### src/rtl/load_pkg.sv
// Shared definitions for the RISC-V load path: funct3 encodings, the load
// sequencer state type and a legality/alignment helper.
package load_pkg;

    localparam logic [2:0] F3_LB  = 3'b000;
    localparam logic [2:0] F3_LH  = 3'b001;
    localparam logic [2:0] F3_LW  = 3'b010;
    localparam logic [2:0] F3_LBU = 3'b100;
    localparam logic [2:0] F3_LHU = 3'b101;

    typedef enum logic [1:0] {
        IDLE = 2'd0,
        REQ  = 2'd1,
        WAIT = 2'd2,
        DONE = 2'd3
    } t_load_state;

    // True when funct3 names a load and the byte offset is naturally aligned for it.
    function automatic logic load_access_ok(input logic [2:0] funct3, input logic [1:0] offset);
        case (funct3)
            F3_LB, F3_LBU: return 1'b1;
            F3_LH, F3_LHU: return ~offset[0];
            F3_LW:         return (offset == 2'b00);
            default:       return 1'b0;
        endcase
    endfunction

endpackage

### src/rtl/load_extend.sv
// Combinational byte/half/word extraction and sign/zero extension of a
// memory word; shared with the cache load path.
module load_extend
    import load_pkg::*;
(
    input  logic [31:0] word,
    input  logic [1:0]  offset,
    input  logic [2:0]  funct3,
    output logic [31:0] result
);

    logic [7:0]  lane [4];
    logic [7:0]  byte_sel;
    logic [15:0] half_sel;

    genvar gi;
    generate
        for (gi = 0; gi < 4; gi++) begin : g_lane
            assign lane[gi] = word[8*gi +: 8];
        end
    endgenerate

    assign byte_sel = lane[offset];
    assign half_sel = offset[1] ? word[31:16] : word[15:0];

    always_comb begin
        result = '0;
        case (funct3)
            F3_LB:   result = {{24{byte_sel[7]}}, byte_sel};
            F3_LH:   result = {{16{half_sel[15]}}, half_sel};
            F3_LW:   result = word;
            F3_LBU:  result = {24'd0, byte_sel};
            F3_LHU:  result = {16'd0, half_sel};
            default: result = '0;
        endcase
    end

endmodule

### src/rtl/mem_load_reader.sv
// Single-outstanding RISC-V load sequencer: issues a word-aligned read,
// waits (with timeout) for the response and registers the extended result.
module mem_load_reader
    import load_pkg::*;
#(
    parameter int ADDR_WIDTH     = 32,
    parameter int TIMEOUT_CYCLES = 255
) (
    input  logic                  clk,
    input  logic                  arstn,
    input  logic                  i_start,
    input  logic [ADDR_WIDTH-1:0] i_addr,
    input  logic [2:0]            i_funct3,
    output logic                  o_mem_req,
    output logic [ADDR_WIDTH-1:0] o_mem_addr,
    input  logic                  i_mem_valid,
    input  logic [31:0]           i_mem_rdata,
    output logic [31:0]           o_read_data,
    output logic                  o_done,
    output logic                  o_busy,
    output logic                  o_error
);

    localparam int CNT_W = (TIMEOUT_CYCLES < 2) ? 1 : $clog2(TIMEOUT_CYCLES);
    // Counter starts at 0 on the first WAIT cycle, so the last WAIT cycle holds TIMEOUT_CYCLES-1.
    localparam logic [CNT_W-1:0] CNT_LIMIT = CNT_W'(TIMEOUT_CYCLES - 1);

    t_load_state           state_reg, state_next;
    logic [ADDR_WIDTH-1:0] mem_addr_reg, mem_addr_next;
    logic [1:0]            offset_reg, offset_next;
    logic [2:0]            funct3_reg, funct3_next;
    logic [CNT_W-1:0]      cnt_reg, cnt_next;
    logic [31:0]           read_data_reg, read_data_next;
    logic                  error_reg, error_next;
    logic [31:0]           ext_data;

    load_extend u_extend (
        .word   (i_mem_rdata),
        .offset (offset_reg),
        .funct3 (funct3_reg),
        .result (ext_data)
    );

    always_comb begin
        state_next     = state_reg;
        mem_addr_next  = mem_addr_reg;
        offset_next    = offset_reg;
        funct3_next    = funct3_reg;
        cnt_next       = cnt_reg;
        read_data_next = read_data_reg;
        error_next     = error_reg;
        case (state_reg)
            IDLE: begin
                if (i_start) begin
                    mem_addr_next = {i_addr[ADDR_WIDTH-1:2], 2'b00};
                    offset_next   = i_addr[1:0];
                    funct3_next   = i_funct3;
                    cnt_next      = '0;
                    if (load_access_ok(i_funct3, i_addr[1:0])) begin
                        error_next = 1'b0;
                        state_next = REQ;
                    end else begin
                        error_next     = 1'b1;
                        read_data_next = '0;
                        state_next     = DONE;
                    end
                end
            end
            REQ: begin
                if (i_mem_valid) begin
                    read_data_next = ext_data;
                    error_next     = 1'b0;
                    state_next     = DONE;
                end else begin
                    state_next = WAIT;
                end
            end
            WAIT: begin
                // A response in the final allowed cycle still beats the timeout.
                if (i_mem_valid) begin
                    read_data_next = ext_data;
                    error_next     = 1'b0;
                    cnt_next       = '0;
                    state_next     = DONE;
                end else if (cnt_reg == CNT_LIMIT) begin
                    read_data_next = '0;
                    error_next     = 1'b1;
                    cnt_next       = '0;
                    state_next     = DONE;
                end else begin
                    cnt_next = cnt_reg + CNT_W'(1);
                end
            end
            DONE: begin
                state_next = IDLE;
            end
            default: begin
                state_next = IDLE;
            end
        endcase
    end

    always_ff @(posedge clk or negedge arstn) begin
        if (!arstn) begin
            state_reg     <= IDLE;
            mem_addr_reg  <= '0;
            offset_reg    <= '0;
            funct3_reg    <= '0;
            cnt_reg       <= '0;
            read_data_reg <= '0;
            error_reg     <= 1'b0;
        end else begin
            state_reg     <= state_next;
            mem_addr_reg  <= mem_addr_next;
            offset_reg    <= offset_next;
            funct3_reg    <= funct3_next;
            cnt_reg       <= cnt_next;
            read_data_reg <= read_data_next;
            error_reg     <= error_next;
        end
    end

    // Status outputs decode the state directly so an async reset clears them at once.
    assign o_mem_req   = (state_reg == REQ);
    assign o_busy      = (state_reg != IDLE);
    assign o_done      = (state_reg == DONE);
    assign o_error     = error_reg;
    assign o_mem_addr  = mem_addr_reg;
    assign o_read_data = read_data_reg;

endmodule

### config.mk
export PLATFORM = sky130hd
export DESIGN_NAME = mem_load_reader
export DESIGN_NICKNAME = d
export VERILOG_FILES = /design/src/rtl/load_pkg.sv /design/src/rtl/load_extend.sv /design/src/rtl/mem_load_reader.sv
export SDC_FILE = /design/constraint.sdc
export NUM_CORES = 1
export LEC_CHECK = 0
export BUFFER_PORTS_ARGS = -buffer_cell sky130_fd_sc_hd__buf_2
export CAP_MARGIN = 20
export CORE_MARGIN = 5
export CORE_UTILIZATION = 45
export DETAILED_ROUTE_END_ITERATION = 10
export GPL_TIMING_DRIVEN = 0
export PLACE_DENSITY = 0.76
export SLEW_MARGIN = 10
export SYNTH_ARGS = -nofsm -noshare
export SYNTH_HDL_FRONTEND = slang
export SYNTH_HIERARCHICAL = 1
export SYNTH_SLANG_ARGS = --single-unit
### constraint.sdc
create_clock -name clk -period 3.5 [get_ports clk]
set_input_delay 0.175 -clock clk [delete_from_list [all_inputs] [get_ports clk]]
set_output_delay 0.175 -clock clk [all_outputs]
set_load 0.05 [all_outputs]
Word level (Yosys, flattened, before mapping)

Index checks and enable logic that the tools add are counted.

Add/subtract/negate cells: 1
Magnitude comparators: 1
Eq/ne operators: 16
Multiplexer cells: 30
Bitwise operators: 2
Reductions and logical operators: 14

Operator list:

| cell                | count |
|---|---|
| $mux 32             | 5 |
| $pmux 32 s5         | 1 |
| $pmux 32 s3         | 1 |
| $mux 8              | 5 |
| $bmux 8 s2          | 1 |
| $mux 16             | 1 |
| $pmux 8 s2          | 1 |
| $eq 3x3->1 const B  | 4 |
| $add 8x1->8 const B | 1 |
| $eq 8x8->1 const B  | 1 |
| $mux 1              | 8 |
| $mux 2              | 4 |
| $pmux 2 s4          | 1 |
| $eq 3x1->1 const B  | 2 |
| $eq 3x2->1 const B  | 2 |
| $logic_not 3->1     | 2 |
| $pmux 1 s3          | 2 |
| $reduce_and 2->1    | 3 |
| $reduce_and 5->1    | 1 |
| $eq 2x2->1 const B  | 2 |
| $logic_not 2->1     | 2 |
| $ne 2x2->1 const B  | 2 |
| $reduce_and 4->1    | 1 |
| $reduce_bool 2->1   | 2 |
| 8 further kinds     | 9 |

Bits in registers: 78
Input port bits: 71
Output and inout port bits: 68
Logic and storage cells: 71

Logic depth before layout (Yosys ltp)

Word-level depth: 8
Mapped depth: 8
Gate-level depth less buffers: 6

Cells and area by module

Netlist, hierarchy kept.

Modules (own cells, without submodules):

| module          | times used | cells an instance | area each (µm²) |
|---|---|---|---|
| mem_load_reader | 1          | 290               | 3472.1 |
| load_extend     | 1          | 114               | 854.6 |

Worst setup path after synthesis

OpenSTA, ideal clock, no wires.

Path type: register to register
Start point: register state_reg[1]
End point: register read_data_reg[0], in the netlist o_read_data[0]
Setup time: 79 ps
Arrival time: 1813 ps
Data required time: 3421 ps
Slack: 1608 ps
Cell stages (with the launch flop): 9
Path buffers: 2
Path through: dfrtp_1 -> inv_1 -> ha_1 -> a21oi_1 -> nor2b_1 -> clkbuf_1 -> clkbuf_1 -> nand2_1 -> mux2i_1

Word-level cells in the longest chain between the ends: 3
Elaborated cells between the ends (all ways): 10
Classes of those cells: eq/ne (6); mux (1); reduce/logical (3)

Ends and longest elaborated chain:

| element                                                   | RTL line               | text |
|---|---|---|
| start, declared                                           | mem_load_reader.sv:28  | `t_load_state state_reg, state_next;` |
| start signal, assigned                                    | mem_load_reader.sv:113 | `state_reg <= state_next;` |
| $eq 2x1->1 *                                              | n/a                    |  |
| named net o_mem_req                                       | mem_load_reader.sv:14  | `output logic o_mem_req,` |
| $ne 2x1->1 (no line) or $reduce_bool 3->1 (tied branches) | n/a                    |  |
| $reduce_and 5->1 (no line)                                | n/a                    |  |
| end signal, assigned                                      | mem_load_reader.sv:118 | `read_data_reg <= read_data_next;` |
| end, declared                                             | mem_load_reader.sv:33  | `logic [31:0] read_data_reg, read_data_next;` |

The timed path passes the listed nets; every way through them passes the cells marked *.
A chain may end at the register's enable or synchronous reset.

Worst setup path after layout

Start point: register state_reg[0]
End point: register read_data_reg[10], in the netlist o_read_data[10]

Word-level cells in the longest chain between the ends: 3
Elaborated cells between the ends (all ways): 10
Classes of those cells: eq/ne (6); mux (1); reduce/logical (3)

Ends and longest elaborated chain:

| element                                      | RTL line              | text |
|---|---|---|
| $eq 2x2->1 (tied with other cells)           | mem_load_reader.sv:52 | `case (state_reg)` |
| $ne 3x3->1 (no line) (tied with other cells) | n/a                   |  |
| $reduce_and 5->1 (no line)                   | n/a                   |  |

Several ways; a longest one is shown, not always the timed one.

==> summary.md <==
| Metric | Value |
|---|---|
| R2R Path End | o_read_data[10]$_DFFE_PN0P_ |
| Most frequent CP cell | clkbuf_1 |
| Main combinational cell family by area after synthesis | multiplexers |
| Worst setup path endpoint | o_read_data[10]$_DFFE_PN0P_ |
| ANT cells | 0 |
| Crit start category | flop |
| Arr. time, crit path | 2.25 ns |
| FFs w/ async S/R, synth | 100% |
| Row cnt | 35 |
| Final period utilization | 56.6% |
| Netlist Area Pre-Place | 4330 µm² |
| Yosys warns | 6 |
| EDFF count, synth | 0 |
| Post-layout min period | 1.98 ns |
| Synth area leader | dfrtp_1 |
| Placer Congestion | 0.913 |
| Unrepaired setup endpoints after global routing | false |
| Final Max Slew Viols | 0 |
| Core Area | 9330 µm² |
| CTS tree | yes |
| Post-Synth Adder-Cell Area | 1.74% |
| Vias | 3595 |
| Drt wl/cell | 16.1 µm |
| Vias per cell | 5.23 |
| Nets@finish | 631 |
| Final wirelength | 11.1 mm |
| Clock Path Buffers | 2 |
| Final hold slack | 0.0467 ns |
| Syn avg cell area | 10.7 µm² |
| Post-synthesis sequential area ratio | 45.1% |
| Metal1 wirelength | 4.63 mm |
| H-tree Lvls | 3 |
| Vias in the first global route | 3738 |
| Synth cell types | 41 |
| DR top layer | met5 |
| Yosys reg bits | 78 |
| Synth Flop Type | dfrtp_1 |
| Final instance count without filler cells | 688 |
| Reg2reg start | state_reg[0]$_DFFE_PN0P_ |
| CP Capture Type | flop |
| Critical path's largest stage delay | 0.41 ns |
| # resized after CTS | 0 |
| Crit path kind | flop to flop |
| Layout cell share with drive strength beyond 1 | 42.4% |
| Largest net degree at the start of global routing | 48 |
| Synth Instances | 404 |
| Initial DRC Count | 201 |
| Crit path max-delay cell type | dfrtp_1 |
| Filler cell count in the final layout | 836 |
| Worst Setup Slack, final | 1.52 ns |
| Clock latency on the worst-skew pair | 0.35 ns |
| Final setup viols | 0 |
| Post-CTS setup buffer count | 0 |
| Compound-Gate Fraction of Synth Area | 10.3% |
| Post-DP HPWL | 8.71 mm |
| Clock transition at the registers of the reported paths | 0.08 ns |
| R2R Setup Slk | 1.52 ns |
| Slew HR | 60.3% |
| Antenna Nets Post-Route | 0 |
| Cell Pwr Density | 1110 nW/µm² |
| Critical path launch point | state_reg[0]$_DFFE_PN0P_ |
| PortBufs | 136 |
| CTS sink count | 78 |
| First-pass GRT wire length | 18.0 mm |
| Mux cell area share after synthesis | 23.6% |
| Largest register FFs | 32 |
| FMAX | 505 MHz |
| Layout Skew | 0.0108 ns |
| Initial antenna violation count | 1 |
| Die Ht | 108 µm |
| Met2 WL | 5.23 mm |
| Starting Density | 46.4% |
| Power Total | 0.00598 W |
| Synth Area in Simple Gates | 10.5% |
| R2R cell count | 7 |
| Die X | 108 µm |
| Setup TNS | 0 ns |
| Placed insts | 671 |
| DRT Pass-1 Iters | 4 |
| # IOs | 139 |
| Placement Setup Slack | 1.56 ns |
| Maximum fanout along the worst path | 10 |
| Hold-fix buffers at CTS | 1 |
| Worst slew pin tran | 0.579 ns |
| Critical Path RT | 3.77 ns |
| Overall routing resource usage | 19.3% |
| Area share of the largest cell type after synthesis | 45.1% |
| IR drop worst, VDD | 0.000601 V |
| Full die area | 11700 µm² |
| Max-Cap Viols | 0 |
| HP Class | input pin to flop |
| Synth area leaders | dfrtp_1, mux2_2, mux2i_1, nand2_1, inv_1 |
| Root buffer cell | clkbuf_8 |
| Hold Fails Final Rpt | 0 |
| CP cell instances | inv_1 -> ha_1 -> nor2b_1 -> clkbuf_1 -> clkbuf_1 -> nand2_1 -> mux2i_1 |
| Status | finished clean |
| Global route overflow | 0 |
| Pleak | 2.67 nW |
| Total CTS buffers | 9 |
| DRC viols | 0 |
| DR WL met3 | 1.01 mm |
| Xor and xnor area share after synthesis | 0.810% |
| Area grow syn2layout | 24.8% |
## through the flow
step	util [%]	cell area [µm²]
global placement	55.5	5170
finish	57.9	5400
floorplan	-	4330
detailed placement	55.8	5200
global route	57.9	5400
CTS	57.9	5400
## critical path: cells and delay by family (launching register included)
family,cells,cell delay (ns)
muxes,1,0.16
buffers and inverters,3,0.73
and+or+nand+nor,2,0.27
adders and majority gates,1,0.34
DFF,1,0.41
## cell families (layout without fill, tap and decap cells)
| group | Yosys count | after routing |
|---|---|---|
| other | 1 | 2 |
| adder cells (fa/ha/maj) | 6 | 6 |
| XOR/XNOR | 4 | 4 |
| AO/OA/AOI/OAI | 63 | 63 |
| AND/OR/NAND/NOR | 89 | 89 |
| multiplexers | 95 | 95 |
| buffers and inverters | 68 | 222 |
| flip-flops | 78 | 78 |
## final cells by class
type | instances | area [µm²] | share of cell area (%)
clock inverters | 7 | 65.1 | 1.20
plain buffers | 29 | 195 | 3.61
inverters | 39 | 146 | 2.71
well taps | 129 | 161 | 2.99
flip-flops and latches | 78 | 1950 | 36.1
repair buffers | 138 | 721 | 13.3
clock buffers | 9 | 124 | 2.29
multi-input cells | 259 | 2040 | 37.7
## power by group
part           switching, W  internal [W]
logic               0.00257       0.00124
clock network      0.000336      0.000324
registers          0.000221       0.00129
total               0.00313       0.00285
## Yosys cell counts (4+ instances only)
cell and n:
ha_1 6, nor2_1 8, o21ai_0 10, clkbuf_1 8, nand2_1 44, o211ai_1 16
dfrtp_1 78, o22ai_1 7, mux2_2 53, inv_1 39, buf_4 4, a21oi_1 7
mux2i_1 41, buf_2 9, buf_6 8, nand3_1 19, a22oi_1 9, nor2b_1 4
## per-layer routing
layer / track usage [%] / up-vias
met5: 0 / -
met4: 6.94 / 2
met3: 5.73 / 21
met2: 31.4 / 157
met1: 24.5 / 1718
li1: - / 1697
## worst min-delay path by stage
stage	from	slack, ns	cells after the start	to
floorplan	arstn	-0.12	0	cnt_reg[0]$_DFFE_PN0P_
global placement	i_addr[21]	0.41	2	o_mem_addr[21]$_DFFE_PN0P_
detailed placement	arstn	0.14	1	o_read_data[16]$_DFFE_PN0P_
CTS	i_addr[27]	0.03	2	o_mem_addr[27]$_DFFE_PN0P_
global route	i_addr[20]	0.04	2	o_mem_addr[20]$_DFFE_PN0P_
finish	i_addr[22]	0.05	2	o_mem_addr[22]$_DFFE_PN0P_
## cells in the final DEF, fill, tap and decap left out, types with 2 or more instances in the layout
cell type and n:
mux2i_1 41, buf_2 144, inv_1 39, a21oi_1 7
nand2_1 44, buf_4 5, a22oi_1 9, clkbuf_8 9
clkbuf_1 8, buf_6 8, nor2b_1 4, o22ai_1 7
mux2_2 53, nand3_1 19, nor2_1 8, clkinvlp_4 2
o211ai_1 16, clkinv_2 4, o21ai_1 3, nand3_4 2
nand2b_1 2, nor4b_1 2, o21ai_0 10, o31ai_1 3
dfrtp_1 78, ha_1 6, xor2_1 3, nand4_1 3
conb_1 2
No activity file was read; power rests on OpenSTA's default activity.
